--- config.mk ---
export PLATFORM = sky130hd
export DESIGN_NAME = host_ack_receiver
export DESIGN_NICKNAME = d
export VERILOG_FILES = /design/src/rtl/host_ack_pkg.sv /design/src/rtl/host_ack_fifo.sv /design/src/rtl/host_ack_receiver.sv
export SDC_FILE = /design/constraint.sdc
export NUM_CORES = 1
export LEC_CHECK = 0
export ABC_AREA = 1
export ABC_CLOCK_PERIOD_IN_PS = 7900
export CAP_MARGIN = 20
export CORE_AREA = 2 2 267 269
export DETAILED_ROUTE_END_ITERATION = 12
export DIE_AREA = 0 0 269 271
export SYNTH_ARGS = -nofsm -noshare
export SYNTH_HDL_FRONTEND = slang
export SYNTH_SLANG_ARGS = --single-unit
--- constraint.sdc ---
create_clock -name clk -period 7.9 [get_ports clk]
set_input_delay 0.79 -clock clk [delete_from_list [all_inputs] [get_ports clk]]
set_output_delay 0.79 -clock clk [all_outputs]
set_load 0.01 [all_outputs]
--- src/rtl/host_ack_pkg.sv ---
// Shared constants and types for the host ACK generator/receiver pair.
// The fixed ACK frame is 9 bytes: a 64-bit key in bytes 0-7 and a flag in byte 8.
package host_ack_pkg;

    localparam logic [7:0]  ACK_FLAG_OK   = 8'hFF;
    localparam logic [7:0]  ACK_FLAG_FAIL = 8'h00;
    localparam logic [63:0] ACK_KEEP      = 64'h1FF;
    localparam logic [15:0] ACK_SIZE      = 16'd9;
    localparam logic [15:0] ACK_SRC_HOST  = 16'h0040;

    typedef struct packed {
        logic        result;
        logic [63:0] key;
    } ack_entry_t;

    typedef enum logic [0:0] {
        IDLE,
        DROP
    } ack_rx_state_t;

    function automatic logic [31:0] sat_inc32(input logic [31:0] val);
        return (val == 32'hFFFF_FFFF) ? val : val + 32'd1;
    endfunction

    function automatic logic ack_flag_legal(input logic [7:0] flag);
        return (flag == ACK_FLAG_OK) || (flag == ACK_FLAG_FAIL);
    endfunction

endpackage

--- src/rtl/host_ack_fifo.sv ---
// Synchronous FIFO of recovered ACK entries; the head is read straight from the
// storage registers, so a push is visible on the head one edge later.
module host_ack_fifo
    import host_ack_pkg::*;
#(
    parameter int unsigned DEPTH = 4
) (
    input  logic                         clk,
    input  logic                         rst,
    input  logic                         push,
    input  ack_entry_t                   push_entry,
    input  logic                         pop,
    output ack_entry_t                   head,
    output logic [$clog2(DEPTH+1)-1:0]   count,
    output logic                         full,
    output logic                         empty
);

    localparam int unsigned PTR_W = $clog2(DEPTH);
    localparam int unsigned CNT_W = $clog2(DEPTH + 1);

    ack_entry_t       mem_q [DEPTH];
    logic [PTR_W-1:0] wr_ptr_q, wr_ptr_d;
    logic [PTR_W-1:0] rd_ptr_q, rd_ptr_d;
    logic [CNT_W-1:0] count_q, count_d;
    logic             push_ok;
    logic             pop_ok;

    assign full    = (count_q == CNT_W'(DEPTH));
    assign empty   = (count_q == '0);
    assign count   = count_q;
    assign head    = mem_q[rd_ptr_q];
    assign push_ok = push && !full;
    assign pop_ok  = pop && !empty;

    // DEPTH is a power of two, so pointer overflow wraps modulo DEPTH for free.
    always_comb begin
        wr_ptr_d = wr_ptr_q;
        rd_ptr_d = rd_ptr_q;
        count_d  = count_q;
        if (push_ok) begin
            wr_ptr_d = wr_ptr_q + PTR_W'(1);
        end
        if (pop_ok) begin
            rd_ptr_d = rd_ptr_q + PTR_W'(1);
        end
        unique case ({push_ok, pop_ok})
            2'b10:   count_d = count_q + CNT_W'(1);
            2'b01:   count_d = count_q - CNT_W'(1);
            default: count_d = count_q;
        endcase
    end

    always_ff @(posedge clk) begin
        if (rst) begin
            wr_ptr_q <= '0;
            rd_ptr_q <= '0;
            count_q  <= '0;
            for (int unsigned i = 0; i < DEPTH; i++) begin
                mem_q[i] <= '0;
            end
        end else begin
            wr_ptr_q <= wr_ptr_d;
            rd_ptr_q <= rd_ptr_d;
            count_q  <= count_d;
            if (push_ok) begin
                mem_q[wr_ptr_q] <= push_entry;
            end
        end
    end

endmodule

--- src/rtl/host_ack_receiver.sv ---
// Validates single-beat 9-byte host ACKs and queues (key, result) pairs.
// Optional statistics counters are enabled by defining HOST_ACK_RX_STATS_EN.
module host_ack_receiver
    import host_ack_pkg::*;
#(
    parameter int unsigned FIFO_DEPTH = 4,
    parameter logic [15:0] EXPECT_SRC = 16'h0040,
    parameter bit          CHECK_SRC  = 1'b1
) (
    input  logic          clk,
    input  logic          rst,
    input  logic          s_axis_ack_valid,
    output logic          s_axis_ack_ready,
    input  logic [511:0]  s_axis_ack_data,
    input  logic          s_axis_ack_last,
    input  logic [63:0]   s_axis_ack_keep,
    input  logic [15:0]   s_axis_ack_size,
    input  logic [15:0]   s_axis_ack_src,
    input  logic [15:0]   s_axis_ack_dst,
    output logic          m_axis_key_udp_valid,
    output logic [63:0]   m_axis_key_udp,
    output logic          m_axis_key_udp_result,
    input  logic          m_axis_key_udp_ready
`ifdef HOST_ACK_RX_STATS_EN
    ,
    output logic [31:0]   stat_ack_ok,
    output logic [31:0]   stat_ack_err
`endif
);

    localparam int unsigned CNT_W = $clog2(FIFO_DEPTH + 1);

    ack_rx_state_t    state_q, state_d;
    logic             xfer;
    logic             beat_good;
    logic             push;
    logic             beat_ok;
    logic             beat_err;
    ack_entry_t       push_entry;
    ack_entry_t       head;
    logic [CNT_W-1:0] fifo_count;
    logic             fifo_full;
    logic             fifo_empty;
    logic [7:0]       flag;

    assign flag = s_axis_ack_data[71:64];

    // Ready follows the registered fill level; a same-cycle pop is not credited.
    assign s_axis_ack_ready = (state_q == DROP) || !fifo_full;
    assign xfer             = s_axis_ack_valid && s_axis_ack_ready;

    assign beat_good = (s_axis_ack_size == ACK_SIZE) &&
                       (s_axis_ack_keep == ACK_KEEP) &&
                       ack_flag_legal(flag) &&
                       (!CHECK_SRC || (s_axis_ack_src == EXPECT_SRC));

    assign push_entry.result = (flag == ACK_FLAG_OK);
    assign push_entry.key    = s_axis_ack_data[63:0];

    always_comb begin
        state_d  = state_q;
        push     = 1'b0;
        beat_ok  = 1'b0;
        beat_err = 1'b0;
        unique case (state_q)
            IDLE: begin
                if (xfer) begin
                    if (!s_axis_ack_last) begin
                        state_d  = DROP;
                        beat_err = 1'b1;
                    end else if (beat_good) begin
                        push    = 1'b1;
                        beat_ok = 1'b1;
                    end else begin
                        beat_err = 1'b1;
                    end
                end
            end
            DROP: begin
                if (xfer && s_axis_ack_last) begin
                    state_d = IDLE;
                end
            end
        endcase
    end

    always_ff @(posedge clk) begin
        if (rst) begin
            state_q <= IDLE;
        end else begin
            state_q <= state_d;
        end
    end

    host_ack_fifo #(
        .DEPTH (FIFO_DEPTH)
    ) u_fifo (
        .clk        (clk),
        .rst        (rst),
        .push       (push),
        .push_entry (push_entry),
        .pop        (m_axis_key_udp_ready),
        .head       (head),
        .count      (fifo_count),
        .full       (fifo_full),
        .empty      (fifo_empty)
    );

    assign m_axis_key_udp_valid  = !fifo_empty;
    assign m_axis_key_udp        = head.key;
    assign m_axis_key_udp_result = head.result;

`ifdef HOST_ACK_RX_STATS_EN
    logic [31:0] ok_q;
    logic [31:0] err_q;

    always_ff @(posedge clk) begin
        if (rst) begin
            ok_q  <= '0;
            err_q <= '0;
        end else begin
            if (beat_ok) begin
                ok_q <= sat_inc32(ok_q);
            end
            if (beat_err) begin
                err_q <= sat_inc32(err_q);
            end
        end
    end

    assign stat_ack_ok  = ok_q;
    assign stat_ack_err = err_q;

    logic unused_sig;
    assign unused_sig = ^{s_axis_ack_data[511:72], s_axis_ack_dst, fifo_count};
`else
    logic unused_sig;
    assign unused_sig = ^{s_axis_ack_data[511:72], s_axis_ack_dst, fifo_count,
                          beat_ok, beat_err};
`endif

endmodule

# Yosys cells after proc, flatten, opt, wreduce, memory -nomap -nowiden
# Memories as Yosys holds them, arrays and structs flattened. A register that Yosys moved wholly into a read port is not among the register bits.
# Cells that the tools add are included.
[classes] n_mux=19 reduce_logical=15 eq_ne=7 n_addsub=4 bitwise_logic=1
[ops] op="$mux 65" count=1
[ops] op="$reduce_or 65->1" count=1
[ops] op="$eq 64x9->1 const B" count=1
[ops] op="$eq 16x4->1 const B" count=1
[ops] op="$eq 16x7->1 const B" count=1
[ops] op="$mux 1" count=13
[ops] op="$eq 8x8->1 const B" count=1
[ops] op="$logic_not 8->1" count=1
[ops] op="$logic_and 1x1->1" count=7
[ops] op="$mux 2" count=3
[ops] op="$pmux 3 s2" count=1
[ops] op="$add 2x1->2 const B" count=2
[ops] op="$add 3x1->3 const B" count=1
[ops] op="$eq 3x3->1 const B" count=1
[ops] op="$logic_not 3->1" count=1
[ops] op="$sub 3x1->3 const B" count=1
[ops] op="$eq 2x1->1 const B" count=1
[ops] op="$eq 2x2->1 const B" count=1
[ops] op="$logic_not 1->1" count=2
[ops] op="$logic_or 1x1->1" count=2
[ops] op="$pmux 1 s2" count=1
[ops] op="$reduce_bool 2->1" count=1
[ops] op="$not 1->1" count=1
[word_totals] register_bits=8 output_inout_bits=67 n_memories=1 ram_bits=260 input_bits=629
[mem_list] memory="u_fifo.mem_q" depth=4 width=65 read_ports=1 rd_clocked_by_memory_dff=1 wr=4 line_no="host_ack_fifo.sv:22" text="ack_entry_t mem_q [DEPTH];"

# Logic depth before layout (Yosys ltp)
[logic_depth] word_depth=14 mapped_depth=16

# By module
# A second synthesis with hierarchy kept.
[hier_totals] cells_unflattened=1253 hier_area_um2=12560.8
[by_module_without_submodules] module="host_ack_fifo" cells_per_inst=1123 n_inst=1 seq_area_each_um2=7987.7 area_per_inst_um2=12027.8
[by_module_without_submodules] module="host_ack_receiver" cells_per_inst=130 n_inst=1 seq_area_each_um2=20.0 area_per_inst_um2=533.0

# Worst setup path after synthesis
# OpenSTA, ideal clock, no wires.
[synth_timing] kind="input-to-reg" startpoint="input port s_axis_ack_keep[35]" endpoint="memory u_fifo.mem_q[1][0] (netlist bit) (enable)" cell_stages=9 setup_slack_ns=1.230 t_arrival_ns=6.093 path_cell_list="nor2_1 -> nand2_1 -> nor2_1 -> nand2_1 -> nor2_1 -> nand2_1 -> nor2_4 -> inv_1 -> o21ai_0"
[synth_lines] element="start, declared" line_no="host_ack_receiver.sv:16" text="input logic [63:0] s_axis_ack_keep,"
[synth_lines] element="end, declared" line_no="host_ack_fifo.sv:22"

==> qor.csv <==
metric,value,unit
status,completed,
number of antenna diodes,0,
core area,0.06979,mm^2
P_int,2.622,mW
DRT iter0 DRCs,801,
hold_buf cts,0,
CTS buffer count,35,
"commonest non-fill, non-tap cell in the layout",nor2_1,
area of the multi-input gates,0.004140,mm^2
Seq. cell area,0.008013,mm^2
# setup viols final,0,
Fillers,7398,
max cap viols,0,
crit path cell chain,inv_4 -> buf_4 -> o21ai_0 -> o22ai_1 -> clkdlybuf4s50_1,
Setup TNS Final,0,ps
Hold Crit Class,flip-flop to flip-flop,
Comb power frac,0.074,
# rows,97,
Worst EP arrival,3510,ps
pin count of the biggest net entering global routing,128,
Final Critical Period,4297,ps
Net Sw Power,0.7536,mW
Die W,269,um
RSZ-0062 raised after global routing,false,
Chip Height,271,um
routed len/inst,16.08,um
Worst setup EP type,output port,
TritonRoute pass-1 iters,5,
Final GP Congestion,0.8032,
CTS tree,done,
slew margin rel.,0.2518,
Cell variety after synth,26,
Post-Route WL,39110,um
Synth top area share,0.6053,
Detail Route Antenna Nets,0,
share of total power in the clock network,0.437,
I/O pins,696,
CTS Buffer Depth,3,
H-tree Lvls,2,
"CTS clk-pin slew, worst paths",60,ps
CP max stage cell,clkdlybuf4s50_1,
syn_area_per_cell,10.20,um^2
Ys Warns,0,
Cell Pwr Density,195.7,mW/mm^2
syn_nets,1895,
placed instance area,0.01619,mm^2
sequential area share after synthesis,0.6208,
final hold vios,0,
DP HPWL,22980,um
GRT Util Overall,0.1075,
post-synth top area cell,edfxtp_1,
clk root buf,clkbuf_16,
number of global-route vias before repair,10140,
routed vias,9878,
P&R area growth vs syn,33.75,%
Via density,4.062,
share of layout cells above drive strength 1,0.1133,
CP Data Required Time,7110,ps
initial antenna violation count,6,
Initial Util,0.1848,
"Buf+Inv Stages, Crit Path",3,
max-slew violations,0,
crit start category,flip-flop,
Highest Clock Rate,0.2327,GHz
Max stage delay on crit path,760,ps
Top delay family on crit path,buffers and inverters,
Sw Ratio,0.2232,
most frequent cells in the layout,"368 x nor2_1, 260 x edfxtp_1, 239 x clkdlybuf4s50_1, 137 x o21ai_0",
first-pass GRT wire length,59260,um
Final Skew,12.22,ps
Synth Register Bits,270,
leakage power,5.731,nW
total gr overflow,0,
CTS Sinks,270,
design area,0.01725,mm^2
Port Buffers,239,
residual DRC count,0,
clock insertion delay at the later pin of the skew report,520,ps
post-CTS sizing,0,
setup bufs post-CTS,0,
critical path peak fanout,69,
"IR drop worst, VDD",105.9,uV
post-layout net count,2098,
Reg power frac,0.489,
crit path kind,flip-flop to output port,
Post-Synthesis Cells,1264,
Die ar.,0.07290,mm^2
Slew @ Worst Pin,1122,ps
period utilization,0.5440,
Syn Std Cell Area,0.01290,mm^2
"top cells by area, synth","edfxtp_1 61%, nor2_1 11%, nor3_2 7.0%, o21ai_0 5.4%, o22ai_1 3.2%",
==> cells by family after synthesis <==
| group | count (synthesis) | synth area share |
|---|---|---|
| flops | 270 | 0.6208 |
| compound gates | 212 | 0.08856 |
| buf+inv | 184 | 0.06286 |
| simple gates | 596 | 0.2252 |
| fa+ha+maj | 2 | 0.002522 |
==> per-stage QoR <==
step	instances	hold WS, ps	power (mW)	setup slack (ps)	utilization
floorplan	1264	436.4	1.764	1230	-
global placement	2370	451.9	1.929	3280	0.2320
detailed placement	2370	455.5	1.934	3294	0.2320
CTS	2432	466.3	3.431	3445	0.2472
global route	2432	489.1	3.515	3245	0.2472
finish	2432	459.4	3.376	3603	0.2472
==> synth_stat cells <==
cell type and count:
inv_2 5, a21oi_1 8, buf_6 14, and2_1 1, nor2_4 1, and2_0 1, nand2_1 75, buf_4 1
fa_1 1, nor3_1 41, clkbuf_1 55, nor3_2 90, ha_1 1, edfxtp_1 260, o21ai_0 139, o22ai_1 65
dfxtp_1 10, nand3_1 10, nor2_1 368, nand4_2 1, nand2_2 1, inv_1 94, or2_2 2, nand4_1 5
buf_2 9, buf_1 6
==> layout make-up <==
type,instances,share of cell area
sequential,270,0.4645
multi-input combinational,810,0.2400
timing repair buffer,251,0.1439
tap,940,0.06818
clock buffer,46,0.05563
inverter,99,0.02198
clock inverter,16,0.005875
==> flip-flops by register name, indices dropped and copies added, names as in the netlist, named ones only <==
name	cells
u_fifo.count	3
u_fifo.wr_ptr_q	2
u_fifo.mem_q	260
u_fifo.rd_ptr_q	2
==> worst min-delay path, stage by stage (launching register included) <==
cell and delay [ps]:
dfxtp_1 300, inv_1 50, a21oi_1 60
==> path summary, 6_finish.rpt <==
path | startpoint | end | slack [ps] | cells after the start
worst max-delay path | flip-flop | m_axis_key_udp[1] | 3600 | 5
worst min-delay path | u_fifo.rd_ptr_q[1] | flip-flop | 460 | 2
worst max register to register | u_fifo.count[0] | u_fifo.mem_q[0][50] | 4460 | 12
worst min register to register | u_fifo.rd_ptr_q[1] | flip-flop | 460 | 2
==> routing by layer <==
metal | track usage | wire length, um | up-vias
met5 | 0 | 68 | -
met4 | 0.03450 | 990 | 10
met3 | 0.02749 | 2737 | 59
met2 | 0.1804 | 18800 | 320
met1 | 0.1338 | 16510 | 4735
li1 | - | - | 4754
==> power groups by stage <==
stage	registers, mW	clock network (mW)	logic (mW)
global route	1.66	1.59	0.272
floorplan	1.68	0	0.0824
detailed placement	1.68	0	0.254
CTS	1.65	1.53	0.255
global placement	1.68	0	0.252
finish	1.65	1.48	0.249
Note: power is estimated with default switching activity, not from simulation.
